===== config.mk =====
export PLATFORM = sky130hd
export DESIGN_NAME = mem_dma
export DESIGN_NICKNAME = d
export VERILOG_FILES = /design/src/rtl/mem_dma.sv
export SDC_FILE = /design/constraint.sdc
export NUM_CORES = 1
export LEC_CHECK = 0
export CAP_MARGIN = 20
export CORE_AREA = 2 2 91 158
export CTS_BUF_LIST = sky130_fd_sc_hd__clkbuf_4 sky130_fd_sc_hd__clkbuf_8
export DETAILED_ROUTE_END_ITERATION = 8
export DIE_AREA = 0 0 93 160
export GPL_TIMING_DRIVEN = 0
export PLACE_DENSITY = 0.53
export SYNTH_ARGS = -nofsm -noshare
export SYNTH_HDL_FRONTEND = slang
export SYNTH_SLANG_ARGS = --single-unit
export TNS_END_PERCENT = 30

===== constraint.sdc =====
create_clock -name Clk -period 2.12 [get_ports Clk]
set_input_delay 0.53 -clock Clk [delete_from_list [all_inputs] [get_ports Clk]]
set_output_delay 0.53 -clock Clk [all_outputs]
set_load 0.02 [all_outputs]

===== src/rtl/mem_dma.sv =====
// mem_dma: block-copy initiator for the MU0 word memory.
// Reads one word at the current source address (RD), writes it at the
// current destination address (WR), and repeats until the word count is
// exhausted. Addresses wrap modulo 2^MAXDEPTH and the copy is always
// ascending.
//
// Optional feature macro: MEM_DMA_FILL_EN
//   When defined, adds the fill/fill_data inputs. A start with fill=1 writes
//   fill_data to len consecutive destination words, one word per cycle, and
//   never reads the memory.
//
// Every output is a register, so there is no combinational path from any
// input to any output.
module mem_dma #(
  parameter int MAXDEPTH = 12,
  parameter int MAXWIDTH = 16
) (
  input  logic                Clk,
  input  logic                nReset,
  input  logic                start,
  input  logic [MAXDEPTH-1:0] src,
  input  logic [MAXDEPTH-1:0] dst,
  input  logic [MAXDEPTH:0]   len,
`ifdef MEM_DMA_FILL_EN
  input  logic                fill,
  input  logic [MAXWIDTH-1:0] fill_data,
`endif
  output logic                busy,
  output logic                done,
  output logic                Wen,
  output logic                Ren,
  output logic [MAXDEPTH-1:0] address,
  output logic [MAXWIDTH-1:0] write_data,
  input  logic [MAXWIDTH-1:0] read_data
);

  // State encoding
  localparam logic [1:0] IDLE = 2'd0;
  localparam logic [1:0] RD   = 2'd1;
  localparam logic [1:0] WR   = 2'd2;

  logic [1:0]          state;
  logic [MAXDEPTH-1:0] cur_src;
  logic [MAXDEPTH-1:0] cur_dst;
  logic [MAXDEPTH:0]   remaining;
  logic                fill_mode;

  // Fill request and word, tied off when the fill feature is not built
  logic                fill_req;
  logic [MAXWIDTH-1:0] fill_word;

`ifdef MEM_DMA_FILL_EN
  assign fill_req  = fill;
  assign fill_word = fill_data;
`else
  assign fill_req  = 1'b0;
  assign fill_word = '0;
`endif

  // Address step; the natural width overflow gives the wrap to address 0
  function automatic logic [MAXDEPTH-1:0] addr_inc(input logic [MAXDEPTH-1:0] a);
    return a + 1'b1;
  endfunction

  // True when the word now being written is the last one of the transfer
  function automatic logic is_last(input logic [MAXDEPTH:0] n);
    return n == {{MAXDEPTH{1'b0}}, 1'b1};
  endfunction

  // True for a zero-length request, which completes without touching memory
  function automatic logic is_empty(input logic [MAXDEPTH:0] n);
    return n == '0;
  endfunction

  // Transfer sequencer: owns the state, the working pointers and every output
  always_ff @(posedge Clk or negedge nReset) begin
    if (!nReset) begin
      state      <= IDLE;
      cur_src    <= '0;
      cur_dst    <= '0;
      remaining  <= '0;
      fill_mode  <= 1'b0;
      busy       <= 1'b0;
      done       <= 1'b0;
      Wen        <= 1'b0;
      Ren        <= 1'b0;
      address    <= '0;
      write_data <= '0;
    end else begin
      // done is a single-cycle pulse unless re-armed below
      done <= 1'b0;
      case (state)
        IDLE: begin
          if (start) begin
            if (is_empty(len)) begin
              // Nothing to move: report completion without claiming the port
              done <= 1'b1;
            end else begin
              cur_src   <= src;
              cur_dst   <= dst;
              remaining <= len;
              busy      <= 1'b1;
              if (fill_req) begin
                // Fill goes straight to writing; the fill word is held in
                // write_data for the whole transfer
                fill_mode  <= 1'b1;
                state      <= WR;
                Wen        <= 1'b1;
                address    <= dst;
                write_data <= fill_word;
              end else begin
                fill_mode <= 1'b0;
                state     <= RD;
                Ren       <= 1'b1;
                address   <= src;
              end
            end
          end
        end

        RD: begin
          // The memory registered read_data on the falling edge; it is
          // stable here and becomes the word written in WR
          write_data <= read_data;
          Ren        <= 1'b0;
          Wen        <= 1'b1;
          address    <= cur_dst;
          state      <= WR;
        end

        WR: begin
          cur_src   <= addr_inc(cur_src);
          cur_dst   <= addr_inc(cur_dst);
          remaining <= remaining - 1'b1;
          if (is_last(remaining)) begin
            // address and write_data deliberately keep their last values
            state     <= IDLE;
            busy      <= 1'b0;
            Wen       <= 1'b0;
            fill_mode <= 1'b0;
            done      <= 1'b1;
          end else if (fill_mode) begin
            // Back-to-back writes: Wen stays high, only the address moves
            address <= addr_inc(cur_dst);
          end else begin
            state   <= RD;
            Wen     <= 1'b0;
            Ren     <= 1'b1;
            address <= addr_inc(cur_src);
          end
        end

        default: begin
          state     <= IDLE;
          busy      <= 1'b0;
          Wen       <= 1'b0;
          Ren       <= 1'b0;
          fill_mode <= 1'b0;
        end
      endcase
    end
  end

endmodule


==> results of run 1 <==
==> critical path: cells and delay by family (launching register included) <==
kind	cells	cell delay [ns]
multiplexers	1	0.36
AO/OA/AOI/OAI	1	0.28
AND/OR/NAND/NOR	3	0.93
flip-flops	1	0.41
==> power breakdown <==
part / switching (W) / internal, W
Combinational: 0.00308 / 0.00268
Clock: 0.000556 / 0.000485
Sequential: 0.000684 / 0.00206
==> area by class of cell <==
type | instances | area [um^2] | share of cell area (%)
plain buffers | 30 | 200 | 3.50
clock inverters | 5 | 32.5 | 0.569
repair buffers | 103 | 1050 | 18.4
inverters | 12 | 45.0 | 0.787
well taps | 177 | 221 | 3.87
flip-flops and latches | 71 | 1780 | 31.1
multi-input cells | 324 | 2240 | 39.1
clock buffers | 11 | 151 | 2.65
==> path summary, 6_finish.rpt <==
| check | start | cells after the start | end |
|---|---|---|---|
| max | remaining[4] | 5 | busy |
| min | nReset | 1 | busy |
| max reg2reg | remaining[4] | 5 | busy |
| min reg2reg | address[7] | 2 | address[7] |
| max in group asynchronous | nReset | 2 | cur_dst[7] |
| min in group Clk | len[4] | 3 | remaining[4] |
==> stage by stage <==
step           TNS (ns)  instance area, um^2
6_report              0                 5720
5_1_grt         -0.0402                 5720
4_1_cts          -0.119                 5650
3_5_place_dp     -37.39                 5270
3_3_place_gp    -186.54                 5250
2_1_floorplan    -0.706                 4150
==> layer usage <==
metal | GRT usage (%) | vias to the layer above | share of wire, %
met5 | 0 | - | 0
met4 | 7.95 | 0 | 2.7
met3 | 2.08 | 24 | 2.8
met2 | 35.0 | 78 | 57
met1 | 19.9 | 1859 | 38
li1 | - | 1843 | -
==> sequential cells by signal, summed over array words and instances, names as in the netlist <==
name / cells
address: 12
done: 1
remaining: 13
busy: 1
state: 2
cur_src: 12
Ren: 1
Wen: 1
cur_dst: 12
write_data: 16
==> layout by cell type (no fill, tap or decap), types with 3 or more instances in the layout <==
cell type / count
and3_1: 3
o22ai_1: 16
nand4_1: 8
xnor2_1: 7
o21ai_0: 29
o21ai_1: 3
clkinvlp_4: 3
nand2_1: 48
clkdlybuf4s50_1: 74
a22oi_1: 4
mux2_2: 20
buf_2: 4
mux2i_1: 5
a21oi_1: 40
buf_12: 4
a21o_1: 4
o211ai_1: 3
nor2_1: 15
nand2b_1: 4
o221ai_1: 3
buf_6: 5
clkbuf_8: 11
dlygate4sd2_1: 3
clkbuf_2: 15
inv_1: 10
nor3_1: 6
clkbuf_1: 5
or4_4: 4
nand3_1: 30
o22ai_2: 11
clkdlybuf4s15_1: 3
o31ai_1: 4
dfrtp_1: 69
a21oi_2: 11
ha_1: 7
buf_4: 13
==> what timing repair did <==
item                                    in CTS  in global routing
gates resized for setup                     55                 26
endpoints found under the setup margin      62                 55
cloned                                       1                  0
setup buffers                               11                  3
pin swaps                                    8                  8
==> kinds of logic after synthesis <==
| family | Yosys count | share of synthesized area [%] |
|---|---|---|
| AOI/OAI and AO/OA | 144 | 23.6 |
| and+or+nand+nor | 137 | 17.0 |
| DFF | 71 | 42.9 |
| buffers and inverters | 43 | 5.17 |
| muxes | 26 | 6.92 |
| adders and majority gates | 9 | 2.72 |
| xor gates and xnor gates | 8 | 1.69 |
==> flow_summary_export.csv, run 1 <==
group,metric,value,unit
timing,max_freq,0.481,GHz
die,row_count,57,
clocking,cts_buffers,9,
synth,syn_inst,438,
synth,async_reset_ff_share,100,%
clocking,clk_path_buf_depth,2,
place,portBuffers,87,
clocking,cts_hold_buf,0,
drt,route.vias.total,3804,
synth,yosys_warnings,0,
synth,synth_edf_count,0,
synth,synth_top_area_share,42.9,%
drt,routedWlPerCell,18.0,um
synth,synth_cell_types,53,
global_routing,grt_overflow,0,
place,place_worst_setup_slack,-0.840,ns
synth,syn_area,0.00414,mm^2
final_layout,nets,616,
drt,vias_per_cell,5.19,
timing,hold_violations,0,
critical_path,slowest_stage,"or4_4",
timing,fin_skew,0.00866,ns
die,die_x,93,um
timing,fin_crit_sh,98.2,%
timing,slew_violations,0,
critical_path,cp-end-kind,"flop",
place,dpl.hpwl,9630,um
synth,syn_nets,503,
synth,synth_area_leaders,"dfrtp_1 (43%), mux2_2 (5.7%), a21oi_1 (5.0%)",
synth,ys_top_cells_by_count,"dfrtp_1 (71), nand2_1 (49), a21oi_1 (41)",
clocking,cts_tree,"yes",
pwr,ir_drop,493,uV
run,drv_cap,0,
global_routing,grt_pass1_wl,21100,um
drt,detail-route-antenna-nets,0,
final_layout,fin_util,41.8,%
timing,slew_headroom,59.4,%
critical_path,cp_cell_sequence,"or4_4 > nor4_4 > nand3_2 > a211oi_2 > mux2_2",
synth,postSynthAreaPerCell,9.45,um^2
drt,drt-initial-drc-count,188,
global_routing,grt_pass1_vias,3973,
timing,grt_setup_unrepaired,"true",
die,dieArea,0.0149,mm^2
worst_hold_path,hp-class,"in -> async",
synth,yosys_register_bits,71,
final_layout,drive_gt1_share,23.6,%
timing,worstMarginPinSlew,0.609,ns
final_layout,fillers,1422,
die,die_y,160,um
critical_path,crit_required,2.36,ns
place,globalplace.congestion,0.793,
timing,period_needed,2.08,ns
timing,setup_violations,0,
timing,holdWs,0.0752,ns
critical_path,worst-path-max-fanout,2,
synth,synth_most_common_cell,"dfrtp_1",
run_status,outcome,"completed",
global_routing,grt_usage,18.4,%
pwr,finalPower,0.00954,W
global_routing,grt_max_degree,50,
final_layout,final_cells,733,
clocking,cts_num_sinks,71,
clocking,clk_pin_slew_worst_paths,0.08,ns
drt,dr.pass1.iters,4,
die,start_util,30.2,%
drt,drt-total-wl,13200,um
clocking,ctsHtreeMaxLevel,3,
critical_path,max_stage_delay,0.55,ns
critical_path,crit_type,"reg -> reg",
synth,synth_ff_type,"dfrtp_1",
global_routing,antenna_found_initial,0,
drt,drc,0,
pwr,power.leakage,2.28,nW
clocking,worst_skew_pair.late_latency,0.35,ns
critical_path,crit_arrival,2.33,ns
place,place_inst,703,
final_layout,area_delta_synth_final,38.3,%
die,coreArea,0.0137,mm^2
pwr,power_density,1670,mW/mm^2
clocking,cts-root-buf,"clkbuf_8",
synth,yosysTopAreaCell,"dfrtp_1",
synth,yosysSeqAreaShare,42.9,%
timing,timing.final.ws_setup,0.0391,ns
die,io_pins,88,
critical_path,r2r_setup_slack,0.04,ns
critical_path,cp-start-kind,"flop",
final_layout,diodes,0,
Power figures use the tool's default switching activity.
==> inputs of run 2 (changes only) <==
--- a/config.mk
+++ b/config.mk
@@ -5,11 +5,12 @@
 export SDC_FILE = /design/constraint.sdc
 export NUM_CORES = 1
 export LEC_CHECK = 0
+export ABC_AREA = 1
 export CAP_MARGIN = 20
-export CORE_AREA = 2 2 91 158
+export CORE_AREA = 2 2 92 160
 export CTS_BUF_LIST = sky130_fd_sc_hd__clkbuf_4 sky130_fd_sc_hd__clkbuf_8
 export DETAILED_ROUTE_END_ITERATION = 8
-export DIE_AREA = 0 0 93 160
+export DIE_AREA = 0 0 94 162
 export GPL_TIMING_DRIVEN = 0
 export PLACE_DENSITY = 0.53
 export SYNTH_ARGS = -nofsm -noshare
==> flow_summary_export.csv, run 2 <==
group,metric,value,unit
clocking,cts_buffers,9,
synth,yosys_warnings,0,
die,io_pins,88,
place,place_inst,877,
clocking,ctsHtreeMaxLevel,3,
clocking,cts_tree,"yes",
final_layout,top_register,"write_data",
synth,synth_cell_types,31,
final_layout,layout_commonest_cell,"nand2_1",
critical_path,r2r_setup_slack,0.15,ns
synth,async_reset_ff_share,100,%
die,start_util,30.3,%
synth,synth_area_leaders,"dfrtp_1 (42%), nand2_1 (22%), nor2_1 (5.4%)",
critical_path,worst-path-max-fanout,10,
run_status,outcome,"completed",
drt,vias_per_cell,4.77,
clocking,cts_hold_buf,0,
synth,synth_most_common_cell,"nand2_1",
die,coreArea,0.0139,mm^2
final_layout,area_delta_synth_final,31.8,%
synth,synthMuxAreaShare,0,%
worst_hold_path,hp-class,"in -> async",
global_routing,grt_overflow,0,
synth,yosysSeqAreaShare,42.1,%
drt,detail-route-antenna-nets,0,
critical_path,reg2reg_from,"state[1]",
drt,drc,0,
global_routing,antenna_found_initial,0,
timing,slew_headroom,60.7,%
synth,syn_inst,612,
drt,drt-total-wl,13800,um
clocking,postCtsSetupRepairBufs,0,
timing,period_needed,1.97,ns
pwr,seqPwrFrac,29.4,%
synth,synth-xor-area-share,1.04,%
final_layout,diodes,0,
final_layout,fin_util,40.0,%
die,dieArea,0.0152,mm^2
die,row_count,57,
drt,routedWlPerCell,15.5,um
pwr,power_density,1640,mW/mm^2
place,portBuffers,87,
drt,drt-initial-drc-count,221,
timing,fin_skew,0.0160,ns
timing,setup_violations,0,
clocking,cts-root-buf,"clkbuf_8",
pwr,p_sw,0.00452,W
synth,synth_compound_area_share,9.04,%
final_layout,nets,776,
synth,synth_edf_count,0,
run,drv_cap,0,
synth,synth_top_family_by_area,"simple AND/OR/NAND/NOR gates",
clocking,cts_num_sinks,71,
drt,dr.pass1.iters,4,
pwr,clkPwrFrac,12.8,%
synth,postSynthAreaPerCell,6.90,um^2
global_routing,grt_usage,18.9,%
pwr,swShare,49.7,%
die,die_x,94,um
final_layout,drive_gt1_share,8.24,%
clocking,clk_pin_slew_worst_paths,0.09,ns
synth,yosysTopAreaCell,"dfrtp_1",
global_routing,grt_max_degree,51,
critical_path,reg2regPathDepth,10,
drt,route.vias.total,4259,
timing,grt_setup_unrepaired,"false",
pwr,power.leakage,2.70,nW
synth,syn_area,0.00422,mm^2
global_routing,grt_pass1_vias,4337,
final_layout,final_cell_mix,"nand2_1 (251), clkdlybuf4s50_1 (86), dfrtp_1 (71)",
timing,hold_violations,0,
critical_path,timing.rr.end,"remaining[6]",
pwr,comb_power_share,57.8,%
pwr,ir_drop,598,uV
timing,slew_violations,0,
synth,yosys_register_bits,71,
die,die_y,162,um
critical_path,cp-end-kind,"flop",
synth,syn_nets,677,
final_layout,largest_reg_flops,16,
synth,synth_fa_ha_area_share,2.67,%
place,globalplace.congestion,0.887,
clocking,worst_skew_pair.late_latency,0.36,ns
global_routing,grt_pass1_wl,22000,um
critical_path,cp-start-kind,"flop",
synth,synth_ff_type,"dfrtp_1",
critical_path,crit_type,"reg -> reg",
critical_path,crit_arrival,2.21,ns
final_layout,reg_top3,"write_data x16, remaining x13",
place,dpl.hpwl,10500,um
critical_path,crit_required,2.36,ns
pwr,p_int,0.00459,W
synth,ys_top_cells_by_count,"nand2_1 (251), dfrtp_1 (71), nor2_1 (61)",
clocking,clk_path_buf_depth,2,
synth,synth_top_area_share,42.1,%
timing,fin_crit_sh,92.7,%
timing,max_freq,0.509,GHz
synth,synthSimpleGateAreaFrac,37.9,%
timing,worstMarginPinSlew,0.589,ns
final_layout,final_cells,893,
==> run 2: cell types whose count changed in the layout (fill, tap and decap cells not counted), moves of 7 or more <==
| cell | previous run | this run |
|---|---|---|
| nand3_1 | 30 | 43 |
| buf_2 | 4 | 11 |
| a21oi_1 | 40 | 17 |
| inv_1 | 10 | 42 |
| buf_4 | 13 | 1 |
| o21ai_0 | 29 | 44 |
| o22ai_2 | 11 | 0 |
| o22ai_1 | 16 | 0 |
| mux2_2 | 20 | 0 |
| clkbuf_2 | 15 | 3 |
| clkdlybuf4s50_1 | 74 | 86 |
| nor2_1 | 15 | 61 |
| nand2_1 | 48 | 251 |
| a21oi_2 | 11 | 0 |
==> run 2: kinds of logic (layout without fill, tap and decap cells) <==
logic type                 Yosys count  count (layout)
AOI/OAI and AO/OA                   74              74
xor gates and xnor gates             5               5
adders and majority gates            9               9
buffers and inverters               70             174
DFF                                 71              71
and+or+nand+nor                    383             383
==> run 2: how the worst max path moves through the flow <==
stage	from	to	cells past startpoint
after floorplan	state[0]	address[10]	8
after global placement	nReset	address[6]	1
after detailed placement	state[0]	address[0]	7
after CTS	state[1]	remaining[6]	10
after global routing	state[1]	cur_dst[1]	10
final	state[1]	remaining[6]	10
==> run 2: what timing repair did <==
action | CTS | global route
pin swaps | 0 | 0
gates resized for setup | 5 | 3
endpoints found under the setup margin | 4 | 16
==> run 2: layout make-up <==
class / instances / area (um^2)
Fill cell: 1504 / 8340
Inverter: 48 / 184
Clock inverter: 5 / 63.8
Tap cell: 177 / 221
Buffer: 22 / 126
Multi-Input combinational cell: 471 / 2150
Sequential cell: 71 / 1780
Timing Repair Buffer: 88 / 896
Clock buffer: 11 / 145
==> run 2: power by group through the flow <==
stage	logic, W	clock network (W)	registers (W)
floorplan	0.00299	0	0.00290
global placement	0.00519	0	0.00267
detailed placement	0.00525	0	0.00270
CTS	0.00532	0.00121	0.00267
global route	0.00588	0.00126	0.00277
finish	0.00527	0.00117	0.00268
==> run 2: through the flow <==
| step | worst slack, ns | setup TNS (ns) | total power, W | instance area (um^2) | hold WS [ns] |
|---|---|---|---|---|---|
| global route | 0.0342 | 0 | 0.00991 | 5560 | 0.0814 |
| detailed placement | -0.198 | -3.79 | 0.00795 | 5340 | 0.459 |
| CTS | 0.0590 | 0 | 0.00921 | 5560 | 0.0651 |
| finish | 0.155 | 0 | 0.00911 | 5560 | 0.0721 |
| floorplan | 0.510 | 0 | 0.00589 | 4220 | 0.234 |
| global placement | -2.15 | -154.41 | 0.00786 | 5310 | 0.456 |
==> run 2: routing by layer <==
layer | GRT usage (%) | vias to the layer above | part of all wire, %
met1 | 20.0 | 2010 | 37
met4 | 8.70 | 0 | 3.7
li1 | - | 2129 | -
met2 | 35.8 | 95 | 56
met3 | 2.60 | 25 | 3.0
met5 | 0 | - | 0
==> run 2: critical path, cell delays in order (launching register included) <==
cell and delay [ns]:
dfrtp_1 0.41, inv_1 0.13, ha_2 0.29, nand2_1 0.08, nor2_1 0.13, nand2_2 0.13, nand3_2 0.16, inv_2 0.11
buf_2 0.23, o211ai_1 0.11, nand2_1 0.07
==> inputs of run 3 (changes only) <==
--- a/config.mk
+++ b/config.mk
@@ -13,6 +13,7 @@
 export DIE_AREA = 0 0 94 162
 export GPL_TIMING_DRIVEN = 0
 export PLACE_DENSITY = 0.53
+export SKIP_LAST_GASP = 1
 export SYNTH_ARGS = -nofsm -noshare
 export SYNTH_HDL_FRONTEND = slang
 export SYNTH_SLANG_ARGS = --single-unit
==> flow_summary_export.csv, run 3 (synthesized netlist as in run 2, its figures left out) <==
group,metric,value,unit
critical_path,crit_family,"buffers and inverters",
timing,hold_violations,0,
final_layout,fin_util,40.0,%
final_layout,multi_input_area,0.00215,mm^2
critical_path,crit_buf_inv,3,
clocking,clk_path_buf_depth,2,
timing,grt_setup_unrepaired,"true",
drt,dr.pass1.iters,5,
place,globalplace.congestion,0.887,
worst_hold_path,hp-class,"in -> async",
critical_path,cp-end-kind,"flop",
place,portBuffers,87,
global_routing,grt_pass1_vias,4337,
critical_path,crit_required,2.42,ns
final_layout,seqCellArea,0.00178,mm^2
die,start_util,30.3,%
critical_path,path_common_cell,"nand2_1",
die,dieArea,0.0152,mm^2
final_layout,top_register,"write_data",
critical_path,slowest_stage,"buf_1",
global_routing,antenna_found_initial,0,
global_routing,grt_max_degree,51,
pwr,ir_drop,598,uV
clocking,cts_num_sinks,71,
die,row_count,57,
place,dpl.hpwl,10500,um
final_layout,nets,776,
timing,worstMarginPinSlew,0.663,ns
final_layout,fillers,1504,
timing,fin_crit_sh,94.7,%
global_routing,grt_usage,18.9,%
timing,max_freq,0.498,GHz
clocking,cts-root-buf,"clkbuf_8",
global_routing,grt_pass1_wl,22000,um
critical_path,max_stage_delay,0.54,ns
drt,drt-initial-drc-count,217,
critical_path,cp-start-kind,"flop",
timing,setup_violations,0,
run,drv_cap,0,
final_layout,largest_reg_flops,16,
critical_path,crit_arrival,2.31,ns
clocking,cts_buffers,9,
clocking,cts_hold_buf,0,
place,dpl_cell_area,0.00534,mm^2
global_routing,grt_use_met1,20.0,%
critical_path,worst-path-max-fanout,10,
global_routing,grt_util_met3,2.60,%
final_layout,final_cell_mix,"nand2_1 (251), clkdlybuf4s50_1 (86), dfrtp_1 (71)",
global_routing,grt_overflow,0,
drt,drc,0,
global_routing,met2_usage,35.8,%
die,io_pins,88,
timing,slew_violations,0,
timing,slew_headroom,55.8,%
clocking,cts_tree,"yes",
final_layout,diodes,0,
final_layout,area_delta_synth_final,31.8,%
clocking,clk_pin_slew_worst_paths,0.09,ns
timing,period_needed,2.01,ns
critical_path,cp_cell_sequence,"inv_1 > ha_1 > buf_2 > buf_1 > nand3_1 > o21ai_0 > nand2_1 > nand2_1",
global_routing,grt-busiest-layer,"met2",
clocking,ctsHtreeMaxLevel,3,
final_layout,postLayoutCellArea,0.00556,mm^2
drt,routedWlPerCell,15.4,um
die,die_x,94,um
run_status,outcome,"completed",
final_layout,drive_gt1_share,8.10,%
critical_path,crit_type,"reg -> reg",
clocking,worst_skew_pair.late_latency,0.36,ns
drt,vias_per_cell,4.74,
die,coreArea,0.0139,mm^2
pwr,power_density,1640,mW/mm^2
timing,finalSetupTns,0,ns
drt,detail-route-antenna-nets,0,
final_layout,layout_commonest_cell,"nand2_1",
drt,drt-total-wl,13800,um
pwr,power.leakage,2.70,nW
timing,fin_skew,0.0161,ns
die,die_y,162,um
drt,route.vias.total,4237,
final_layout,reg_top3,"write_data x16, remaining x13",
-- run 3: cell types whose count changed in the layout (fill, tap and decap cells not counted), sizes merged --
cell    previous run  this run
buf               16        17
clkbuf            19        18
-- run 3: area by class of cell --
type                    instances  share of cell area [%]
multi-input cells             471                    38.7
inverters                      48                    3.31
flip-flops and latches         71                    31.9
well taps                     177                    3.98
repair buffers                 88                    16.1
clock buffers                  11                    2.61
plain buffers                  22                    2.25
clock inverters                 5                    1.15
-- run 3: timing repair --
item,CTS,global route
setup buffers,0,0
endpoints found under the hold margin,0,0
setup endpoints to repair,4,16
resized for setup,5,2
pin swaps,0,0
-- run 3: worst reg2reg max path, delay by kind of cell (launching register included) --
family | cells | cell delay (ns)
compound gates | 1 | 0.12
fa+ha+maj | 1 | 0.17
buf+inv | 3 | 0.88
flops | 1 | 0.43
simple gates | 3 | 0.36
-- run 3: power by group --
part           total [W]  leakage, nW  internal, W  switching [W]
clock            0.00117        0.104     0.000600       0.000569
combinational    0.00526         1.72      0.00193        0.00333
sequential       0.00268        0.874      0.00205       0.000624
-- run 3: worst paths after layout --
check	slack, ns	from	cells after the start	to
worst max-delay path	0.11	state[0]	8	cur_src[8]
worst min-delay path	0.07	nReset	1	remaining[0]
worst max register to register	0.11	state[0]	8	cur_src[8]
worst min register to register	0.48	address[2]	2	address[2]
max in group asynchronous	1.46	nReset	2	write_data[5]
min in group Clk	0.48	address[2]	2	address[2]
-- run 3: per-stage QoR --
step / instances / setup WS, ns / power [W] / hold slack [ns]
after floorplan: 612 / 0.510 / 0.00589 / 0.234
after global placement: 876 / -2.15 / 0.00786 / 0.456
after detailed placement: 877 / -0.198 / 0.00795 / 0.459
after CTS: 893 / 0.0590 / 0.00921 / 0.0651
after global routing: 893 / -0.0141 / 0.00991 / 0.0814
final: 893 / 0.111 / 0.00911 / 0.0731
-- run 3: routing by layer --
layer  share of wire, %  vias to the layer above
li1                   -                     2131
met3                2.7                       25
met4                3.7                        0
met1                 37                     2002
met2                 56                       79
met5                  0                        -
